[src/rtl/ps2_host_tx.sv]
// Host-to-device PS/2 transmitter: inhibits the bus, issues a request-to-send,
// shifts one byte plus odd parity and stop out on device clock edges, then checks the ack.
module ps2_host_tx #(
  parameter int INHIBIT_CYCLES = 5000,
  parameter int TIMEOUT_CYCLES = 750000
) (
  input  logic       clk,
  input  logic       clrn,
  input  logic [7:0] din,
  input  logic       start,
  output logic       busy,
  output logic       done,
  output logic       ack_err,
  output logic       timeout_err,
  input  logic       ps2_clk_i,
  input  logic       ps2_data_i,
  output logic       ps2_clk_low,
  output logic       ps2_data_low
);

  localparam int INH_W = $clog2(INHIBIT_CYCLES + 1);
  localparam int TMO_W = $clog2(TIMEOUT_CYCLES + 1);
  localparam logic [INH_W-1:0] INH_LAST = INH_W'(INHIBIT_CYCLES - 1);
  localparam logic [TMO_W-1:0] TMO_LAST = TMO_W'(TIMEOUT_CYCLES - 1);

  typedef enum logic [2:0] {
    IDLE,
    INHIBIT,
    REQ,
    SEND,
    ACK,
    WAIT_IDLE
  } state_t;

  state_t           state;
  logic [2:0]       clk_sync;
  logic [2:0]       data_sync;
  logic [7:0]       shreg;
  logic             parity;
  logic [3:0]       edge_cnt;
  logic [INH_W-1:0] inh_cnt;
  logic [TMO_W-1:0] tmo_cnt;
  logic             ack_bit;

  logic clk_fall;
  logic clk_level;
  logic data_level;
  logic in_frame;
  logic tmo_hit;

  // Stage 1 is the newest synchronised sample; a fall is old-high, new-low.
  assign clk_fall   = clk_sync[2] & ~clk_sync[1];
  assign clk_level  = clk_sync[1];
  assign data_level = data_sync[1];
  assign in_frame   = (state == SEND) || (state == ACK) || (state == WAIT_IDLE);
  assign tmo_hit    = in_frame && (tmo_cnt == TMO_LAST);

  always_ff @(posedge clk or negedge clrn) begin
    if (!clrn) begin
      state        <= IDLE;
      clk_sync     <= 3'b111;
      data_sync    <= 3'b111;
      shreg        <= '0;
      parity       <= 1'b0;
      edge_cnt     <= '0;
      inh_cnt      <= '0;
      tmo_cnt      <= '0;
      ack_bit      <= 1'b0;
      busy         <= 1'b0;
      done         <= 1'b0;
      ack_err      <= 1'b0;
      timeout_err  <= 1'b0;
      ps2_clk_low  <= 1'b0;
      ps2_data_low <= 1'b0;
    end else begin
      clk_sync    <= {clk_sync[1:0], ps2_clk_i};
      data_sync   <= {data_sync[1:0], ps2_data_i};
      done        <= 1'b0;
      ack_err     <= 1'b0;
      timeout_err <= 1'b0;

      // A stuck or absent device must never wedge the port, so timeout outranks edges.
      if (tmo_hit) begin
        ps2_clk_low  <= 1'b0;
        ps2_data_low <= 1'b0;
        busy         <= 1'b0;
        timeout_err  <= 1'b1;
        state        <= IDLE;
      end else begin
        if (in_frame) begin
          tmo_cnt <= tmo_cnt + 1'b1;
        end

        case (state)
          IDLE: begin
            if (start) begin
              shreg        <= din;
              parity       <= ~^din;
              busy         <= 1'b1;
              ps2_clk_low  <= 1'b1;
              ps2_data_low <= 1'b0;
              inh_cnt      <= '0;
              state        <= INHIBIT;
            end
          end

          INHIBIT: begin
            if (inh_cnt == INH_LAST) begin
              ps2_data_low <= 1'b1;
              state        <= REQ;
            end else begin
              inh_cnt <= inh_cnt + 1'b1;
            end
          end

          REQ: begin
            ps2_clk_low <= 1'b0;
            edge_cnt    <= '0;
            tmo_cnt     <= '0;
            state       <= SEND;
          end

          SEND: begin
            if (clk_fall) begin
              edge_cnt <= edge_cnt + 4'd1;
              if (edge_cnt < 4'd8) begin
                ps2_data_low <= ~shreg[0];
                shreg        <= {1'b0, shreg[7:1]};
              end else if (edge_cnt == 4'd8) begin
                ps2_data_low <= ~parity;
              end else begin
                ps2_data_low <= 1'b0;
                state        <= ACK;
              end
            end
          end

          ACK: begin
            if (clk_fall) begin
              ack_bit <= data_level;
              state   <= WAIT_IDLE;
            end
          end

          WAIT_IDLE: begin
            if (clk_level && data_level) begin
              done    <= 1'b1;
              ack_err <= ack_bit;
              busy    <= 1'b0;
              state   <= IDLE;
            end
          end

          default: begin
            ps2_clk_low  <= 1'b0;
            ps2_data_low <= 1'b0;
            busy         <= 1'b0;
            state        <= IDLE;
          end
        endcase
      end
    end
  end

endmodule

[config.mk]
export PLATFORM = sky130hd
export DESIGN_NAME = ps2_host_tx
export DESIGN_NICKNAME = d
export VERILOG_FILES = /design/src/rtl/ps2_host_tx.sv
export SDC_FILE = /design/constraint.sdc
export NUM_CORES = 1
export LEC_CHECK = 0
export ABC_AREA = 1
export CAP_MARGIN = 20
export CORE_ASPECT_RATIO = 1.75
export CORE_UTILIZATION = 60
export DETAILED_ROUTE_END_ITERATION = 12
export HOLD_SLACK_MARGIN = 0.02
export PLACE_DENSITY = 0.8
export SKIP_CTS_REPAIR_TIMING = 1
export SLEW_MARGIN = 5
export SYNTH_ARGS = -nofsm -noshare
export SYNTH_HDL_FRONTEND = slang
export SYNTH_SLANG_ARGS = --single-unit
[constraint.sdc]
create_clock -name clk -period 2.2 [get_ports clk]
set_input_delay 0.44 -clock clk [delete_from_list [all_inputs] [get_ports clk]]
set_output_delay 0.44 -clock clk [all_outputs]
set_load 0.03 [all_outputs]
### Word level (Yosys, flattened, before mapping)

Index checks and enable logic that the tools add are counted.

| operators by class | value |
|---|---|
| bitwise gates (word level) | 5 |
| add/subtract/negate cells | 3 |
| reduce and logical (&&, ||, !) cells | 23 |
| magnitude comparators | 1 |
| eq/ne operators | 22 |
| muxes and demuxes | 40 |

Operator list:

| cell | count |
|---|---|
| $mux 20 | 2 |
| $mux 13 | 2 |
| $pmux 13 s2 | 1 |
| $mux 3 | 8 |
| $mux 8 | 3 |
| $add 20x1->20 const B | 1 |
| $eq 20x20->1 const B | 1 |
| $ne 3x3->1 const B | 6 |
| $pmux 3 s6 | 1 |
| $mux 1 | 17 |
| $pmux 8 s2 | 1 |
| $add 13x1->13 const B | 1 |
| $eq 13x13->1 const B | 1 |
| $reduce_and 3->1 | 4 |
| $ne 2x1->1 const B | 4 |
| $pmux 4 s2 | 1 |
| $reduce_and 4->1 | 2 |
| $reduce_bool 2->1 | 4 |
| $reduce_or 4->1 | 2 |
| $reduce_xnor 8->1 | 1 |
| $reduce_and 7->1 | 1 |
| $eq 3x2->1 const B | 2 |
| $eq 3x3->1 const B | 2 |
| $ne 2x2->1 const B | 3 |
| 17 further kinds | 23 |

| storage, ports and cells | value |
|---|---|
| input bits | 13 |
| word-level logic and storage cells | 109 |
| output and inout port bits | 6 |
| flip-flop bits (word level) | 61 |

### Depth between registers and ports, before layout

| depth | value |
|---|---|
| depth after elaboration | 6 |
| depth in mapped cells | 12 |
| mapped depth without buffers | 11 |

### Least setup slack after synthesis

Ideal clock, no wire load.

| timing | value |
|---|---|
| path kind | reg2reg |
| start point | register tmo_cnt[0] |
| end point | register tmo_cnt[9] |
| cell stages (with the launch flop) | 12 |
| required time | 2.082 ns |
| path slack | 0.513 ns |
| period minus slack after synthesis | 1.687 ns |
| library setup time | 0.118 ns |
| arrival | 1.569 ns |
| path buffers | 1 |
| path through | dfrtp_1 -> ha_1 -> nand3_1 -> nor2_4 -> nand3_2 -> nand2_2 -> buf_6 -> nor2_4 -> nand2_2 -> nand2_1 -> nand2_1 -> nor2_2 |

| on the way | value |
|---|---|
| cells in the longest elaborated chain, start to end | 4 |
| elaborated cells between the ends (all ways) | 7 |
| classes of those cells | add/sub: 1; eq/ne: 1; mux: 2; bitwise: 1; reduce/logical: 2 |

Ends and longest elaborated chain:

| what | RTL line | text |
|---|---|---|
| start, declared | 42 | `logic [TMO_W-1:0] tmo_cnt;` |
| start signal, assigned | 91 | `tmo_cnt <= tmo_cnt + 1'b1;` |
| branches (longest 4 deep; another with $add 20x1->20) | - |  |

Parallel ways; which one is timed is not known. The select of a mux whose other input is x is not followed.
A chain may end at the register's enable or synchronous reset.

### Final worst setup path

| timing | value |
|---|---|
| start point | register tmo_cnt[0] |
| end point | register edge_cnt[2] |

| on the way | value |
|---|---|
| cells in the longest elaborated chain, start to end | 4 |

Ends and longest elaborated chain:

| what | RTL line | text |
|---|---|---|
| $eq 20x20->1 | 56 | `assign tmo_hit = in_frame && (tmo_cnt == TMO_LAST);` |
| $logic_and 1x1->1 | 56 |  |
| $not 1->1 (no source line) | - |  |
| $reduce_and 3->1 (no source line) | - |  |
| end signal, assigned | 125 | `edge_cnt <= edge_cnt + 4'd1;` |
| end, declared | 40 | `logic [3:0] edge_cnt;` |

No other way between the ends.

==> out/qor.txt <==
H-tree Lvls -> 3
status -> finished, final reports clean
Total GRT Usage -> 31.9%
Core Area -> 5830 um^2
Critical path origin -> tmo_cnt[0]
Final Cycle Share -> 91.1%
routed vias -> 3,194
worst skew pair latency -> 0.36 ns
Max FO, Critical Path -> 8
RSZ-0062 raised after global routing -> no
worst slew pin tran -> 0.492 ns
commonest non-fill, non-tap cells in the layout -> nand2_1 (126), dfrtp_1 (56), inv_1 (41), nor2_1 (41), nand3_1 (35)
CTS max path bufs -> 2
Critical Path RT -> 2.43 ns
pin count of the biggest net entering global routing -> 31
die span in y -> 105 um
PD cells -> 1020 nW/um^2
Pleak -> 1.91 nW
CP max stage delay -> 0.44 ns
Post-DRT Antenna Nets -> 0
row cnt -> 37
Comb power frac -> 41.4%
most used cell along the critical path -> nand3_1
Residual DRC -> 0
final setup vio count -> 0
crit-path cells -> ha_1, nand3_1, inv_1, nand3b_1, nor2_2, a21oi_1, buf_4, nand3_1, o21ai_0
Routed WL -> 8.83 mm
Clock Root Buffer -> clkbuf_8
I/O Buffers -> 18
Die ar. -> 6360 um^2
GRT Residual Overflow -> 0
Syn Inst Count -> 453
worst path arrival time -> 2.23 ns
clock skew -> 0.0115 ns
FF+latch area -> 1530 um^2
vias per std cell -> 5.62
multi-input logic area -> 1850 um^2
# fillers -> 491
total power -> 0.00417 W
worst vdd ir -> 0.000747 V
Slew HR -> 67.2%
clk slew on worst S/H paths -> 0.07 ns
TritonRoute pass-1 iters -> 5
crit end category -> flop
TritonCTS clock tree -> built
switching share of power -> 43.1%
Fin. Hold Viols -> 0
Fmax -> 0.499 GHz
register bit count reported by yosys -> 61
Net Sw Power -> 0.00180 W
Reg2Reg Launch Point -> tmo_cnt[0]
Cell Count, Final, Fillers Out -> 568
Post-Place Setup Slack -> 0.240 ns
HP Class -> input port to async pin
Final Wtd Congestion -> 1.01
Avg Cell Area, Syn -> 7.99 um^2
synthesized area -> 3620 um^2
setup ws final -> 0.195 ns
# IOs -> 19
post-synthesis sequential area ratio -> 42.3%
Reg power frac -> 37.1%
Pins Over Slew Limit -> 0
Starting Density -> 62.1%
Syn. warnings -> 0
layout cells sized above 1 -> 14.3%
first-pass GRT wire length -> 14.7 mm
ant diodes -> 0
routed length per instance -> 15.5 um
Die W -> 60.7 um
clock share of power -> 21.5%
HPWL after DPL -> 6.46 mm
Slowest-stage cell, CP -> dfrtp_1
area growth from synthesis to layout -> 13.0%
max cap viols -> 0
vias in the first global route -> 3,251
Internal -> 0.00237 W
Clock Sinks -> 61
syn_nets -> 470
commonest non-fill, non-tap cell in the layout -> nand2_1
dpl cells -> 552
min cycle time layout -> 2.01 ns
Final Util -> 70.1%
Worst Path Class, Setup -> flop to flop
Worst setup SP type -> flop
nets -> 502
Initial DRC Count -> 220
Setup TNS -> 0 ns
post-synth cell types -> 38
initial antenna violation count -> 0
CTS Buf Count -> 9
synthesized netlist by cell type (all sizes together):
cell type | number | share of area, %
nor3b | 1 | 0.21
nand3 | 39 | 5.9
o211ai | 1 | 0.21
xor2 | 17 | 4.1
nor3 | 18 | 3.1
or2 | 1 | 0.17
mux2i | 7 | 1.9
dfstp | 5 | 3.6
a21oi | 8 | 1.1
o22ai | 2 | 0.35
xnor2 | 8 | 1.9
dfrtp | 56 | 39
buf | 7 | 1.7
o31ai | 6 | 1.2
nand2 | 132 | 14
inv | 46 | 4.8
o21ai | 31 | 6.0
nand3b | 2 | 0.41
o21bai | 1 | 0.21
ha | 4 | 1.4
nand4 | 12 | 2.5
nor2 | 48 | 5.9
and3 | 1 | 0.17
flip-flops by register name (all words and copies together) (netlist names):
register      count
timeout_err       1
tmo_cnt          20
ps2_data_low      1
done              1
edge_cnt          4
state             3
busy              1
ack_err           1
parity            1
shreg             8
ack_bit           1
inh_cnt          13
clk_sync          3
data_sync         2
ps2_clk_low       1
kinds of logic after synthesis:
kind of cell	synth area share (%)
simple gates	32.6
fa+ha+maj	1.38
mux	1.94
buf+inv	6.57
xor+xnor	6.05
compound gates	9.16
flops	42.3
metal layers:
metal  share of wire [%]  track usage [%]
met1                  35             32.3
met2                  55             53.1
met3                 4.7             10.1
met5                   0                0
met4                 5.2             21.1
power groups by stage:
stage,Clock (W),Sequential [W],Combinational (W)
2_1_floorplan,0,0.00153,0.00133
3_3_place_gp,0,0.00154,0.00166
3_5_place_dp,0,0.00155,0.00171
4_1_cts,0.000910,0.00154,0.00172
5_1_grt,0.000954,0.00156,0.00191
6_report,0.000895,0.00155,0.00173
through the flow:
step / hold slack (ns) / cell area, um^2
after floorplan: 0.144 / 3620
after global placement: 0.346 / 3920
after detailed placement: 0.349 / 3920
after CTS: 0.0388 / 4090
after global routing: 0.0641 / 4090
final: 0.0342 / 4090
worst max-delay path, delay by kind of cell (launching register included):
family / cells / cell delay [ns]
flip-flops: 1 / 0.44
buffers and inverters: 2 / 0.40
AO/OA/AOI/OAI: 2 / 0.21
AND/OR/NAND/NOR: 4 / 0.60
adder cells (fa/ha/maj): 1 / 0.24
worst paths after layout:
kind	end	slack (ns)	depth (start not counted)
min	tmo_cnt[14]	0.03	1
min in group clk	clk_sync[1]	0.36	0
max	edge_cnt[2]	0.19	9
min reg2reg	clk_sync[1]	0.36	0
max reg2reg	edge_cnt[2]	0.19	9
max in group asynchronous	shreg[5]	1.59	2
cell type report:
type                    count  area share, %
multi-input cells         339           45.2
inverters                  46           4.28
well taps                  78           2.39
repair buffers             28           6.42
flip-flops and latches     61           37.5
clock buffers              15           4.07
clock inverters             1          0.122
Note: power is estimated with default switching activity, not from simulation.
